[config.mk]
export PLATFORM = sky130hd
export DESIGN_NAME = key_encoder83
export DESIGN_NICKNAME = d
export VERILOG_FILES = /design/src/rtl/key_enc_pkg.sv /design/src/rtl/key_debounce.sv /design/src/rtl/key_encoder83.sv
export SDC_FILE = /design/constraint.sdc
export NUM_CORES = 1
export LEC_CHECK = 0
export ABC_AREA = 1
export BUFFER_PORTS_ARGS = -buffer_cell sky130_fd_sc_hd__buf_2
export CAP_MARGIN = 10
export CORE_MARGIN = 10
export CORE_UTILIZATION = 50
export CTS_BUF_LIST = sky130_fd_sc_hd__clkbuf_4
export DETAILED_ROUTE_END_ITERATION = 7
export GPL_ROUTABILITY_DRIVEN = 0
export HOLD_SLACK_MARGIN = 0.02
export PLACE_DENSITY = 0.74
export SLEW_MARGIN = 20
export SYNTH_ARGS = -nofsm -noshare
export SYNTH_HDL_FRONTEND = slang
export SYNTH_SLANG_ARGS = --single-unit
[constraint.sdc]
create_clock -name i_clk -period 3.9 [get_ports i_clk]
set_input_delay 0.78 -clock i_clk [delete_from_list [all_inputs] [get_ports i_clk]]
set_output_delay 0.78 -clock i_clk [all_outputs]
set_load 0.02 [all_outputs]
[src/rtl/key_enc_pkg.sv]
// key_enc_pkg: shared types, sizes and helper functions for the 8-key priority encoder.
//   - state_t     : encoder FSM states (IDLE, HELD)
//   - CODE_W/KEY_N: code width and key count
//   - prio_enc8   : active-high key vector -> 3-bit code (highest index wins, code = 7 - index)
//   - popcnt_gt1  : true when more than one bit of the vector is set
package key_enc_pkg;

    localparam int CODE_W = 3;
    localparam int KEY_N  = 8;

    typedef enum logic [0:0] {
        IDLE = 1'b0,
        HELD = 1'b1
    } state_t;

    // Ascending scan so the highest set index is the last one written and therefore wins.
    function automatic logic [CODE_W-1:0] prio_enc8(input logic [KEY_N-1:0] act);
        logic [CODE_W-1:0] c;
        c = 3'd0;
        for (int i = 0; i < KEY_N; i++) begin
            if (act[i]) begin
                c = 3'd7 - 3'(i);
            end
        end
        return c;
    endfunction

    function automatic logic popcnt_gt1(input logic [KEY_N-1:0] act);
        logic [3:0] n;
        n = 4'd0;
        for (int i = 0; i < KEY_N; i++) begin
            n = n + {3'd0, act[i]};
        end
        return (n > 4'd1);
    endfunction

endpackage

[src/rtl/key_debounce.sv]
// key_debounce: two-flop synchroniser, sample tick generator and per-key debounce filter.
// Ports:
//   i_clk, i_rst  : clock, asynchronous active-high reset
//   i_key_n[7:0]  : raw active-low buttons (asynchronous)
//   o_db[7:0]     : debounced keys, active-low (FF = all released)
//   o_tick        : one-cycle pulse every DEBOUNCE_CYCLES clocks
import key_enc_pkg::*;

module key_debounce #(
    parameter int DEBOUNCE_CYCLES = 240000
) (
    input  logic             i_clk,
    input  logic             i_rst,
    input  logic [KEY_N-1:0] i_key_n,
    output logic [KEY_N-1:0] o_db,
    output logic             o_tick
);

    localparam int                CNT_W   = (DEBOUNCE_CYCLES > 2) ? $clog2(DEBOUNCE_CYCLES) : 1;
    localparam logic [CNT_W-1:0]  CNT_MAX = CNT_W'(DEBOUNCE_CYCLES - 1);
    localparam logic [CNT_W-1:0]  CNT_ONE = CNT_W'(1);

    logic [KEY_N-1:0] r_sync1;
    logic [KEY_N-1:0] r_sync2;
    logic [KEY_N-1:0] r_samp;
    logic [KEY_N-1:0] r_db;
    logic [CNT_W-1:0] r_cnt;
    logic             w_tick;
    logic [KEY_N-1:0] w_diff;

    assign w_tick = (r_cnt == CNT_MAX);
    // A bit that differs from the previous sample is still bouncing; keep its old db value.
    assign w_diff = r_sync2 ^ r_samp;

    // Synchroniser, tick counter and two-sample agreement filter.
    always_ff @(posedge i_clk or posedge i_rst) begin
        if (i_rst) begin
            r_sync1 <= 8'hFF;
            r_sync2 <= 8'hFF;
            r_samp  <= 8'hFF;
            r_db    <= 8'hFF;
            r_cnt   <= '0;
        end else begin
            r_sync1 <= i_key_n;
            r_sync2 <= r_sync1;
            if (w_tick) begin
                r_cnt  <= '0;
                r_samp <= r_sync2;
                r_db   <= (r_sync2 & ~w_diff) | (r_db & w_diff);
            end else begin
                r_cnt  <= r_cnt + CNT_ONE;
            end
        end
    end

    assign o_db   = r_db;
    assign o_tick = w_tick;

endmodule

[src/rtl/key_encoder83.sv]
// key_encoder83: debounced 8-key to 3-bit priority encoder with press/release events.
// Code = 7 - index of the highest pressed key (inverse of the board's 3-8 LED decoder).
// Optional auto-repeat: define KEY_ENC_REPEAT_EN to re-pulse o_press every REPEAT_TICKS
// sample ticks while the same code is held.
// Ports:
//   i_clk, i_rst  : clock, asynchronous active-high reset
//   i_key_n[7:0]  : raw active-low buttons
//   o_code[2:0]   : registered code of the highest pressed key (holds after release)
//   o_valid       : at least one debounced key pressed
//   o_press       : one-cycle pulse on new key or code change (and on repeat, if enabled)
//   o_release     : one-cycle pulse when the last key is released
//   o_multi       : more than one debounced key pressed
import key_enc_pkg::*;

module key_encoder83 #(
    parameter int DEBOUNCE_CYCLES = 240000
`ifdef KEY_ENC_REPEAT_EN
    , parameter int REPEAT_TICKS  = 25
`endif
) (
    input  logic              i_clk,
    input  logic              i_rst,
    input  logic [KEY_N-1:0]  i_key_n,
    output logic [CODE_W-1:0] o_code,
    output logic              o_valid,
    output logic              o_press,
    output logic              o_release,
    output logic              o_multi
);

    logic [KEY_N-1:0]  w_db;
    logic              w_tick;
    logic [KEY_N-1:0]  w_act;
    logic              w_any;
    logic [CODE_W-1:0] w_enc;
    logic              w_multiple;

    state_t            r_state;
    state_t            w_state_nxt;
    logic [CODE_W-1:0] r_code;
    logic [CODE_W-1:0] w_code_nxt;
    logic              r_valid;
    logic              w_valid_nxt;
    logic              r_press;
    logic              w_press_nxt;
    logic              r_release;
    logic              w_release_nxt;
    logic              r_multi;

`ifdef KEY_ENC_REPEAT_EN
    localparam int               RPT_W    = $clog2(REPEAT_TICKS + 1);
    localparam logic [RPT_W-1:0] RPT_LAST = RPT_W'(REPEAT_TICKS - 1);
    localparam logic [RPT_W-1:0] RPT_ONE  = RPT_W'(1);
    logic [RPT_W-1:0] r_rpt;
    logic [RPT_W-1:0] w_rpt_nxt;
`endif

    key_debounce #(
        .DEBOUNCE_CYCLES (DEBOUNCE_CYCLES)
    ) u_deb (
        .i_clk   (i_clk),
        .i_rst   (i_rst),
        .i_key_n (i_key_n),
        .o_db    (w_db),
        .o_tick  (w_tick)
    );

    assign w_act      = ~w_db;
    assign w_any      = |w_act;
    assign w_enc      = prio_enc8(w_act);
    assign w_multiple = popcnt_gt1(w_act);

    // Next-state and next-output logic; outputs are registered in the block below.
    always_comb begin
        w_state_nxt   = r_state;
        w_code_nxt    = r_code;
        w_valid_nxt   = r_valid;
        w_press_nxt   = 1'b0;
        w_release_nxt = 1'b0;
`ifdef KEY_ENC_REPEAT_EN
        w_rpt_nxt     = r_rpt;
`endif
        case (r_state)
            IDLE: begin
                if (w_any) begin
                    w_state_nxt = HELD;
                    w_code_nxt  = w_enc;
                    w_valid_nxt = 1'b1;
                    w_press_nxt = 1'b1;
`ifdef KEY_ENC_REPEAT_EN
                    w_rpt_nxt   = '0;
`endif
                end else begin
                    w_valid_nxt = 1'b0;
                end
            end
            HELD: begin
                if (!w_any) begin
                    // Code intentionally holds its last value after release.
                    w_state_nxt   = IDLE;
                    w_valid_nxt   = 1'b0;
                    w_release_nxt = 1'b1;
                end else if (w_enc != r_code) begin
                    w_code_nxt  = w_enc;
                    w_valid_nxt = 1'b1;
                    w_press_nxt = 1'b1;
`ifdef KEY_ENC_REPEAT_EN
                    w_rpt_nxt   = '0;
`endif
                end else begin
                    w_valid_nxt = 1'b1;
`ifdef KEY_ENC_REPEAT_EN
                    if (w_tick) begin
                        if (r_rpt == RPT_LAST) begin
                            w_press_nxt = 1'b1;
                            w_rpt_nxt   = '0;
                        end else begin
                            w_rpt_nxt   = r_rpt + RPT_ONE;
                        end
                    end else begin
                        w_rpt_nxt = r_rpt;
                    end
`endif
                end
            end
            default: begin
                w_state_nxt = IDLE;
                w_valid_nxt = 1'b0;
            end
        endcase
    end

    // State and registered outputs.
    always_ff @(posedge i_clk or posedge i_rst) begin
        if (i_rst) begin
            r_state   <= IDLE;
            r_code    <= 3'd0;
            r_valid   <= 1'b0;
            r_press   <= 1'b0;
            r_release <= 1'b0;
            r_multi   <= 1'b0;
        end else begin
            r_state   <= w_state_nxt;
            r_code    <= w_code_nxt;
            r_valid   <= w_valid_nxt;
            r_press   <= w_press_nxt;
            r_release <= w_release_nxt;
            r_multi   <= w_multiple;
        end
    end

`ifdef KEY_ENC_REPEAT_EN
    // Auto-repeat tick counter.
    always_ff @(posedge i_clk or posedge i_rst) begin
        if (i_rst) begin
            r_rpt <= '0;
        end else begin
            r_rpt <= w_rpt_nxt;
        end
    end
`else
    // The sample tick only drives the auto-repeat counter.
    logic w_unused_tick;
    assign w_unused_tick = w_tick;
`endif

    assign o_code    = r_code;
    assign o_valid   = r_valid;
    assign o_press   = r_press;
    assign o_release = r_release;
    assign o_multi   = r_multi;

endmodule

==> flow_metrics.py, run 1 <==
metrics = {
    "run_status": {
        "status": "finished, final reports clean",
    },
    "finish": {
        "layout_common_cells": "inv_1, nand2_1, dfstp_2",
        "area_delta_synth_final_pct": 10.76,
        "nets": 324,
        "fillers": 459,
        "final_common_cell": "inv_1",
        "antenna_cells": 0,
        "finalNonFillerCells": 379,
        "drive_gt1_frac": 0.2913,
    },
    "detailed_routing": {
        "wl_met1_um": 2201,
        "drc": 0,
        "post_drt_wl_per_cell_um": 11.76,
        "routed-wl-met3_um": 234,
        "ant_nets": 0,
        "drt_pre_antenna_iters": 4,
        "dr_total_vias": 1824,
        "first_iter_violations": 113,
        "drt_wl_total_um": 4458,
        "met2_wirelength_um": 1927,
        "top_layer_used": "met4",
        "via_per_inst": 4.813,
    },
    "global_routing": {
        "grt_util_all_layers": 0.1175,
        "grt_max_degree": 40,
        "overflow": 0,
        "antenna_found_initial": 0,
        "grt_pass1_vias": 1874,
        "grt_pass1_wl_um": 8245,
    },
    "synth": {
        "ys_seq_area_frac": 0.5459,
        "syn_avg_cell_area_um2": 9.628,
        "yosys_register_bits": 57,
        "yosys-top-cells-area": "dfstp_2, dfrtp_1, inv_1",
        "ys_warn_count": 0,
        "synth_top_area_frac": 0.3130,
        "yosysTopAreaCell": "dfstp_2",
        "syn_area_um2": 2686,
        "synth_fp_nets": 299,
        "synthCells": 279,
        "synth.distinct_cells": 30,
    },
    "critical_path": {
        "cp-end-kind": "register",
        "cp-start-kind": "register",
        "critical_path.max_fanout": 4,
        "arrival_ns": 3.44,
        "worstSetupPathType": "reg2reg",
        "r2r_cells": 11,
        "worstPathRequired_ns": 4.20,
    },
    "timing": {
        "tightestPinTransition_ns": 0.7647,
        "slew_viol_final": 0,
        "skew_ns": 0.01309,
        "rsz0062_at_grt": "false",
        "max_freq_mhz": 318.5,
        "period_share": 0.8050,
        "hold_violations": 0,
        "setup_viol": 0,
        "layout_min_cycle_time_ns": 3.139,
        "relSlewSlack": 0.4894,
        "fin_tns_setup_ns": 0,
    },
    "min_path": {
        "worstHoldPathType": "reg2reg",
        "hold_path_depth": 0,
    },
    "flow_run": {
        "max_cap_violations": 0,
    },
    "cts": {
        "cts_tree": "done",
        "cts_buffers": 9,
        "cts_root_buf": "clkbuf_4",
        "clockBufferDepth": 2,
        "ctsHtreeMaxLevel": 3,
        "postCtsSetupBuffers": 0,
        "clk_pin_slew_worst_paths_ns": 0.11,
        "insertion_delay_ns": 0.40,
        "post_cts_resize_count": 0,
        "ctsHoldBuffers": 0,
        "clkSinkCount": 57,
    },
    "floorplanning": {
        "chipHeight_um": 93.30,
        "start_util": 0.5194,
        "placement_rows": 26,
        "die_w_um": 93.30,
        "die_area_um2": 8705,
        "coreArea_um2": 5172,
        "ios": 17,
    },
    "power": {
        "irDropWorstVdd_v": 0.0002795,
        "p_per_area_nw_per_um2": 352.2,
        "p_leak_uw": 0.001341,
    },
    "placed_design": {
        "port_buffers": 16,
        "hpwlAfterDp_um": 3248,
        "place_inst": 363,
    },
}
cells by family after synthesis:
kind of cell	count (synthesis)	share of synthesized area
adders and majority gates	10	0.05776
and+or+nand+nor	117	0.2101
muxes	1	0.003726
DFF	57	0.5459
AOI/OAI and AO/OA	36	0.08384
xor gates and xnor gates	7	0.02282
buffers and inverters	51	0.07592
critical path, cell delays in order, from the launching register on:
cell and delay (ns):
dfstp_2 0.57, inv_1 0.08, fa_1 0.56, fa_1 0.44, fa_1 0.52, ha_1 0.16, inv_1 0.05, fa_1 0.38
nor2_1 0.10, nand2_1 0.05, nand2_1 0.05, o211ai_1 0.07
cell usage after synthesis:
master	number
buf_2	1
nand3b_1	2
o21ai_2	6
nor2_4	2
nand2_2	7
nor2_2	1
o21ai_0	16
ha_1	6
nor2_1	23
nor3_2	1
o211ai_1	1
fa_1	4
nand2_4	1
inv_1	48
dfrtp_1	25
o31ai_1	1
a21oi_1	5
o21a_1	7
dfstp_2	32
nand3_1	17
buf_4	1
or2_2	2
xor2_1	7
nor3_1	6
mux2i_1	1
buf_6	1
nand4_1	3
or2_4	5
nor4_1	1
nand2_1	46
path summary, 6_finish.rpt:
kind / from / to / slack [ns]
worst max-delay path: register / o_multi / 0.76
worst max register to register: register / o_multi / 0.76
max in group asynchronous: i_rst / u_deb.r_sync2[5] / 2.60
min in group asynchronous: i_rst / u_deb.r_cnt[6] / 0.51
worst min register to register: u_deb.r_sync1[2] / u_deb.r_sync2[2] / 0.36
worst min-delay path: u_deb.r_sync1[2] / u_deb.r_sync2[2] / 0.36
power by group:
| group | internal (uW) | switching (uW) |
|---|---|---|
| clock network | 194 | 228 |
| registers | 607 | 3.38 |
| logic | 3.85 | 11.8 |
| total | 805 | 243 |
through the flow:
step                hold WS, ns    util  total power, uW  cell area, um^2  setup slack (ns)
floorplan                0.3452       -            627.3             2686            0.8809
global placement         0.3456  0.5486            636.5             2838            0.8335
detailed placement       0.3468  0.5486            637.0             2838            0.7562
CTS                      0.3621  0.5752             1061             2975            0.7427
global route             0.3643  0.5752             1090             2975            0.5861
finish                   0.3589  0.5752             1048             2975            0.7605
layout make-up:
| type | instances | area (um^2) | share of cell area |
|---|---|---|---|
| Clock buffer | 9 | 67.56 | 0.02271 |
| Clock inverter | 7 | 70.07 | 0.02355 |
| Inverter | 48 | 180.2 | 0.06056 |
| Multi-Input combinational cell | 171 | 1016 | 0.3415 |
| Sequential cell | 57 | 1466 | 0.4929 |
| Tap cell | 70 | 87.58 | 0.02944 |
| Timing Repair Buffer | 17 | 87.58 | 0.02944 |
metal layers:
| layer | track usage | up-vias |
|---|---|---|
| met3 | 0.03757 | 8 |
| met1 | 0.1474 | 848 |
| met2 | 0.1711 | 35 |
| li1 | - | 933 |
| met5 | 0 | - |
| met4 | 0.07326 | 0 |
No activity file was read; power rests on OpenSTA's default activity.
==> run 2, diff against run 1 <==
Clock period 3.9 ns to 3.2 ns, I/O delays scaled along.
==> run 2 against run 1 <==
  * Final cell count grew 1.1%
  * Via count grew 2.1%
  * Fmax is essentially flat
  * Largest power group unchanged
==> flow_metrics.py, run 2 (synthesis results as in run 1) <==
metrics = {
    "floorplanning": {
        "start_util": 0.5194,
        "coreArea_um2": 5172,
        "die_w_um": 93.30,
        "chipHeight_um": 93.30,
        "placement_rows": 26,
        "ios": 17,
        "die_area_um2": 8705,
    },
    "cts": {
        "clk_pin_slew_worst_paths_ns": 0.10,
        "insertion_delay_ns": 0.40,
        "ctsHtreeMaxLevel": 3,
        "clockBufferDepth": 2,
        "cts_buffers": 9,
        "cts_tree": "done",
        "clkSinkCount": 57,
        "cts_root_buf": "clkbuf_4",
    },
    "timing": {
        "skew_ns": 0.006429,
        "final.setup.worst_slack_ns": 0.05776,
        "fin_hold_ws_ns": 0.3256,
        "period_share": 0.9820,
        "hold_violations": 0,
        "rsz0062_at_grt": "true",
        "fin_tns_setup_ns": 0,
        "slew_viol_final": 0,
        "layout_min_cycle_time_ns": 3.142,
        "relSlewSlack": 0.4762,
        "tightestPinTransition_ns": 0.7845,
        "setup_viol": 0,
        "max_freq_mhz": 318.2,
    },
    "placed_design": {
        "port_buffers": 16,
        "preCtsSetupSlack_ns": 0.05737,
        "hpwlAfterDp_um": 3320,
    },
    "global_routing": {
        "grt_max_degree": 40,
        "overflow": 0,
        "grt_pass1_vias": 1860,
        "grt_util_all_layers": 0.1210,
        "antenna_found_initial": 0,
        "grt_pass1_wl_um": 8300,
    },
    "detailed_routing": {
        "first_iter_violations": 78,
        "drc": 0,
        "via_per_inst": 4.862,
        "drt_pre_antenna_iters": 5,
        "post_drt_wl_per_cell_um": 12.25,
        "dr_total_vias": 1862,
        "drt_wl_total_um": 4691,
        "ant_nets": 0,
    },
    "finish": {
        "antenna_cells": 0,
        "drive_gt1_frac": 0.3195,
        "final_common_cell": "nand2_1",
        "layout_common_cells": "nand2_1, inv_1, dfstp_2",
        "fillers": 443,
        "nets": 328,
        "area_delta_synth_final_pct": 13.09,
    },
    "power": {
        "finalPower_uw": 1355,
        "p_per_area_nw_per_um2": 446.0,
        "irDropWorstVdd_v": 0.0003033,
        "p_leak_uw": 0.001370,
    },
    "critical_path": {
        "worstSetupPathType": "reg2reg",
        "critical_path.max_fanout": 6,
        "cp-end-kind": "register",
        "ff2ff_setup_slack_ns": 0.06,
        "cp-start-kind": "register",
        "r2r_cells": 11,
        "worstPathRequired_ns": 3.49,
        "arrival_ns": 3.43,
        "r2r_end": "o_multi",
    },
    "run_status": {
        "status": "finished, final reports clean",
    },
    "flow_run": {
        "max_cap_violations": 0,
    },
    "min_path": {
        "hp-start": "i_key_n[1]",
        "worstHoldPathType": "in2reg",
        "min_to": "u_deb.r_sync1[1]",
        "hold_path_depth": 1,
    },
}
-- run 2: cell count changes in the layout (fill, tap and decap cells not counted), sizes merged --
cell	delta
buf	+4
bufinv	+1
inv	-1
-- run 2: what timing repair did --
item	CTS	global route
endpoints found under the setup margin	1	1
resized for setup	0	5
buffers inserted	1	2
cloned	0	0
hold buffers	0	0
pin swaps	0	6
-- run 2: how the worst max path moves through the flow --
stage,cells past startpoint,startpoint,endpoint
CTS,11,register,o_multi
finish,11,register,o_multi
global route,11,register,o_multi
floorplan,11,register,o_multi
global placement,11,register,o_multi
detailed placement,11,register,o_multi
-- run 2: final cells by class --
cell class,instances,area [um^2],area share
Multi-Input combinational cell,171,1023,0.3369
Clock buffer,9,67.56,0.02224
Tap cell,70,87.58,0.02883
Clock inverter,7,95.09,0.03130
Inverter,48,180.2,0.05931
Sequential cell,57,1466,0.4827
Timing Repair Buffer,21,117.6,0.03872
-- run 2: metrics by stage --
step	instance area (um^2)	cells	util
after floorplan	2686	279	-
after global placement	2845	364	0.5501
after detailed placement	2845	364	0.5501
after CTS	3015	381	0.5830
after global routing	3038	383	0.5873
final	3038	383	0.5873
-- run 2: metal layers --
layer  vias up  share of wire  track usage
li1        935              -            -
met4         0          0.025      0.08098
met1       877           0.48       0.1516
met3        10          0.043      0.03517
met2        40           0.45       0.1769
met5         -              0            0
-- run 2: critical path: stages, from the launching register on --
cell,delay [ns]
dfstp_2,0.60
inv_2,0.05
fa_1,0.56
fa_1,0.44
fa_1,0.50
ha_2,0.19
inv_2,0.04
fa_2,0.36
nor2_2,0.11
nand2_1,0.06
nand2_1,0.05
o211ai_1,0.07
-- run 2: where the power goes --
| group | switching (uW) | total [uW] | internal (uW) |
|---|---|---|---|
| clock | 276 | 592 | 316 |
| sequential | 4.23 | 744 | 740 |
| combinational | 14.5 | 19.2 | 4.70 |
| total | 294 | 1350 | 1060 |
==> run 3, diff against run 2 <==
Settings changed: CORE_UTILIZATION 50 to 62, PLACE_DENSITY 0.74 to 0.87.
==> run 3 against run 2 <==
  * Design area is 1.9% lower
  * Sequential cell count did not move
  * Global-route usage grew 2.6 points
  * Critical path depth is the same
  * Setup slack improved by 0.0073 ns
  * Non-clock buffer count unchanged
  * Hold slack got worse by 0.0049 ns
  * Fmax grew 0.23%
  * Die area decreased by 15%
  * Final cell count shrank 5.2%
  * Critical endpoint unchanged
  * Largest cell class unchanged
==> flow_metrics.py, run 3 (synthesis results as in run 1) <==
metrics = {
    "detailed_routing": {
        "drt_wl_total_um": 4995,
        "ant_nets": 0,
        "first_iter_violations": 132,
        "drt_pre_antenna_iters": 4,
        "via_per_inst": 5.284,
        "dr_total_vias": 1918,
        "drc": 0,
        "post_drt_wl_per_cell_um": 13.76,
    },
    "finish": {
        "antenna_cells": 0,
        "drive_gt1_frac": 0.3163,
        "layout_common_cells": "nand2_1, inv_1, dfstp_2",
        "multiInputGateArea_um2": 1021,
        "fillers": 290,
        "seqCellArea_um2": 1466,
        "nets": 328,
        "final_common_cell": "nand2_1",
        "area_delta_synth_final_pct": 10.95,
    },
    "floorplanning": {
        "ios": 17,
        "placement_rows": 23,
        "die_w_um": 85.83,
        "chipHeight_um": 85.83,
        "die_area_um2": 7366,
        "start_util": 0.6574,
        "coreArea_um2": 4086,
    },
    "cts": {
        "cts_root_buf": "clkbuf_4",
        "cts_buffers": 9,
        "insertion_delay_ns": 0.40,
        "cts_tree": "done",
        "ctsHtreeMaxLevel": 3,
        "clockBufferDepth": 2,
        "clkSinkCount": 57,
        "clk_pin_slew_worst_paths_ns": 0.10,
    },
    "timing": {
        "fin_hold_ws_ns": 0.3207,
        "relSlewSlack": 0.4239,
        "tightestPinTransition_ns": 0.8628,
        "layout_min_cycle_time_ns": 3.135,
        "period_share": 0.9797,
        "max_freq_mhz": 319.0,
        "hold_violations": 0,
        "fin_tns_setup_ns": 0,
        "skew_ns": 0.01475,
        "setup_viol": 0,
        "rsz0062_at_grt": "true",
        "slew_viol_final": 0,
    },
    "power": {
        "p_leak_uw": 0.001364,
        "irDropWorstVdd_v": 0.0004010,
        "p_per_area_nw_per_um2": 426.5,
    },
    "critical_path": {
        "worstPathRequired_ns": 3.48,
        "critical_path.max_fanout": 6,
        "critPathTopFamily": "adder cells",
        "cp-end-kind": "register",
        "crit_buf_inv": 2,
        "cp_common_cell": "fa_1",
        "cp_cell_sequence": "inv_2 > fa_1 > fa_1 > fa_1 > ha_2 > inv_2 > fa_2 > nor2_1 > nand2_1 > nand2_1 > o211ai_1",
        "worstSetupPathType": "reg2reg",
        "crit_path_top_delay_cell": "dfstp_2",
        "arrival_ns": 3.41,
        "cp-start-kind": "register",
        "max_stage_delay_ns": 0.59,
    },
    "global_routing": {
        "grt_max_degree": 45,
        "grt_pass1_vias": 1930,
        "antenna_found_initial": 0,
        "overflow": 0,
        "grt_util_all_layers": 0.1466,
        "grt_pass1_wl_um": 8625,
    },
    "flow_run": {
        "max_cap_violations": 0,
    },
    "placed_design": {
        "hpwlAfterDp_um": 3519,
        "port_buffers": 16,
    },
    "run_status": {
        "status": "finished, final reports clean",
    },
    "min_path": {
        "worstHoldPathType": "in2reg",
    },
}
run 3: cell types whose count changed in the layout (fill, tap and decap cells not counted):
cell,delta
clkbuf_4,+1
clkinv_2,+1
clkinv_4,-2
nor2_1,+1
inv_4,+2
clkinvlp_4,-1
nor2_2,-1
bufinv_16,-1
run 3: final cells by class:
class / count / area share
inverter: 48 / 0.06045
tap: 50 / 0.02099
multi-input combinational: 171 / 0.3426
sequential: 57 / 0.4920
clock buffer: 10 / 0.02519
clock inverter: 6 / 0.01931
timing repair buffer: 21 / 0.03946
run 3: metrics by stage:
stage / area [um^2] / power, uW / setup slack (ns) / cells / utilization
finish: 2980 / 1271 / 0.06502 / 363 / 0.7293
global route: 2980 / 1325 / -0.08191 / 363 / 0.7293
CTS: 2953 / 1287 / 0.03574 / 360 / 0.7226
detailed placement: 2813 / 776.7 / -0.0004321 / 343 / 0.6883
global placement: 2813 / 775.2 / 0.1362 / 343 / 0.6883
floorplan: 2686 / 764.5 / 0.1809 / 279 / -
run 3: worst paths after layout:
path / slack (ns) / cells after the start / from / endpoint
max: 0.07 / 11 / register / o_multi
min: 0.32 / 1 / i_key_n[6] / u_deb.r_sync1[6]
max reg2reg: 0.07 / 11 / register / o_multi
min reg2reg: 0.36 / 0 / u_deb.r_sync1[5] / u_deb.r_sync2[5]
max in group asynchronous: 2.02 / 3 / i_rst / u_deb.r_sync2[0]
min in group asynchronous: 0.41 / 2 / i_rst / u_deb.r_cnt[6]
run 3: report_power, final:
group	internal (uW)	switching [uW]	total, uW	leakage (uW)
registers	740	4.77	744	0.000658
logic	4.71	14.4	19.1	0.000626
clock network	244	264	508	0.0000808
run 3: per-layer routing:
| layer | wire, um | part of all wire | up-vias | track usage |
|---|---|---|---|---|
| met1 | 2268 | 0.45 | 906 | 0.1743 |
| met4 | 114 | 0.023 | 0 | 0.07186 |
| met3 | 339 | 0.068 | 14 | 0.04636 |
| met2 | 2272 | 0.45 | 63 | 0.2343 |
| met5 | 0 | 0 | - | 0 |
| li1 | - | - | 935 | - |
run 3: timing repair:
| action | CTS | global route |
|---|---|---|
| gates resized for setup | 0 | 4 |
| pin swaps | 0 | 5 |
| setup buffers | 1 | 3 |
| setup endpoints to repair | 1 | 1 |
| hold buffers | 0 | 0 |
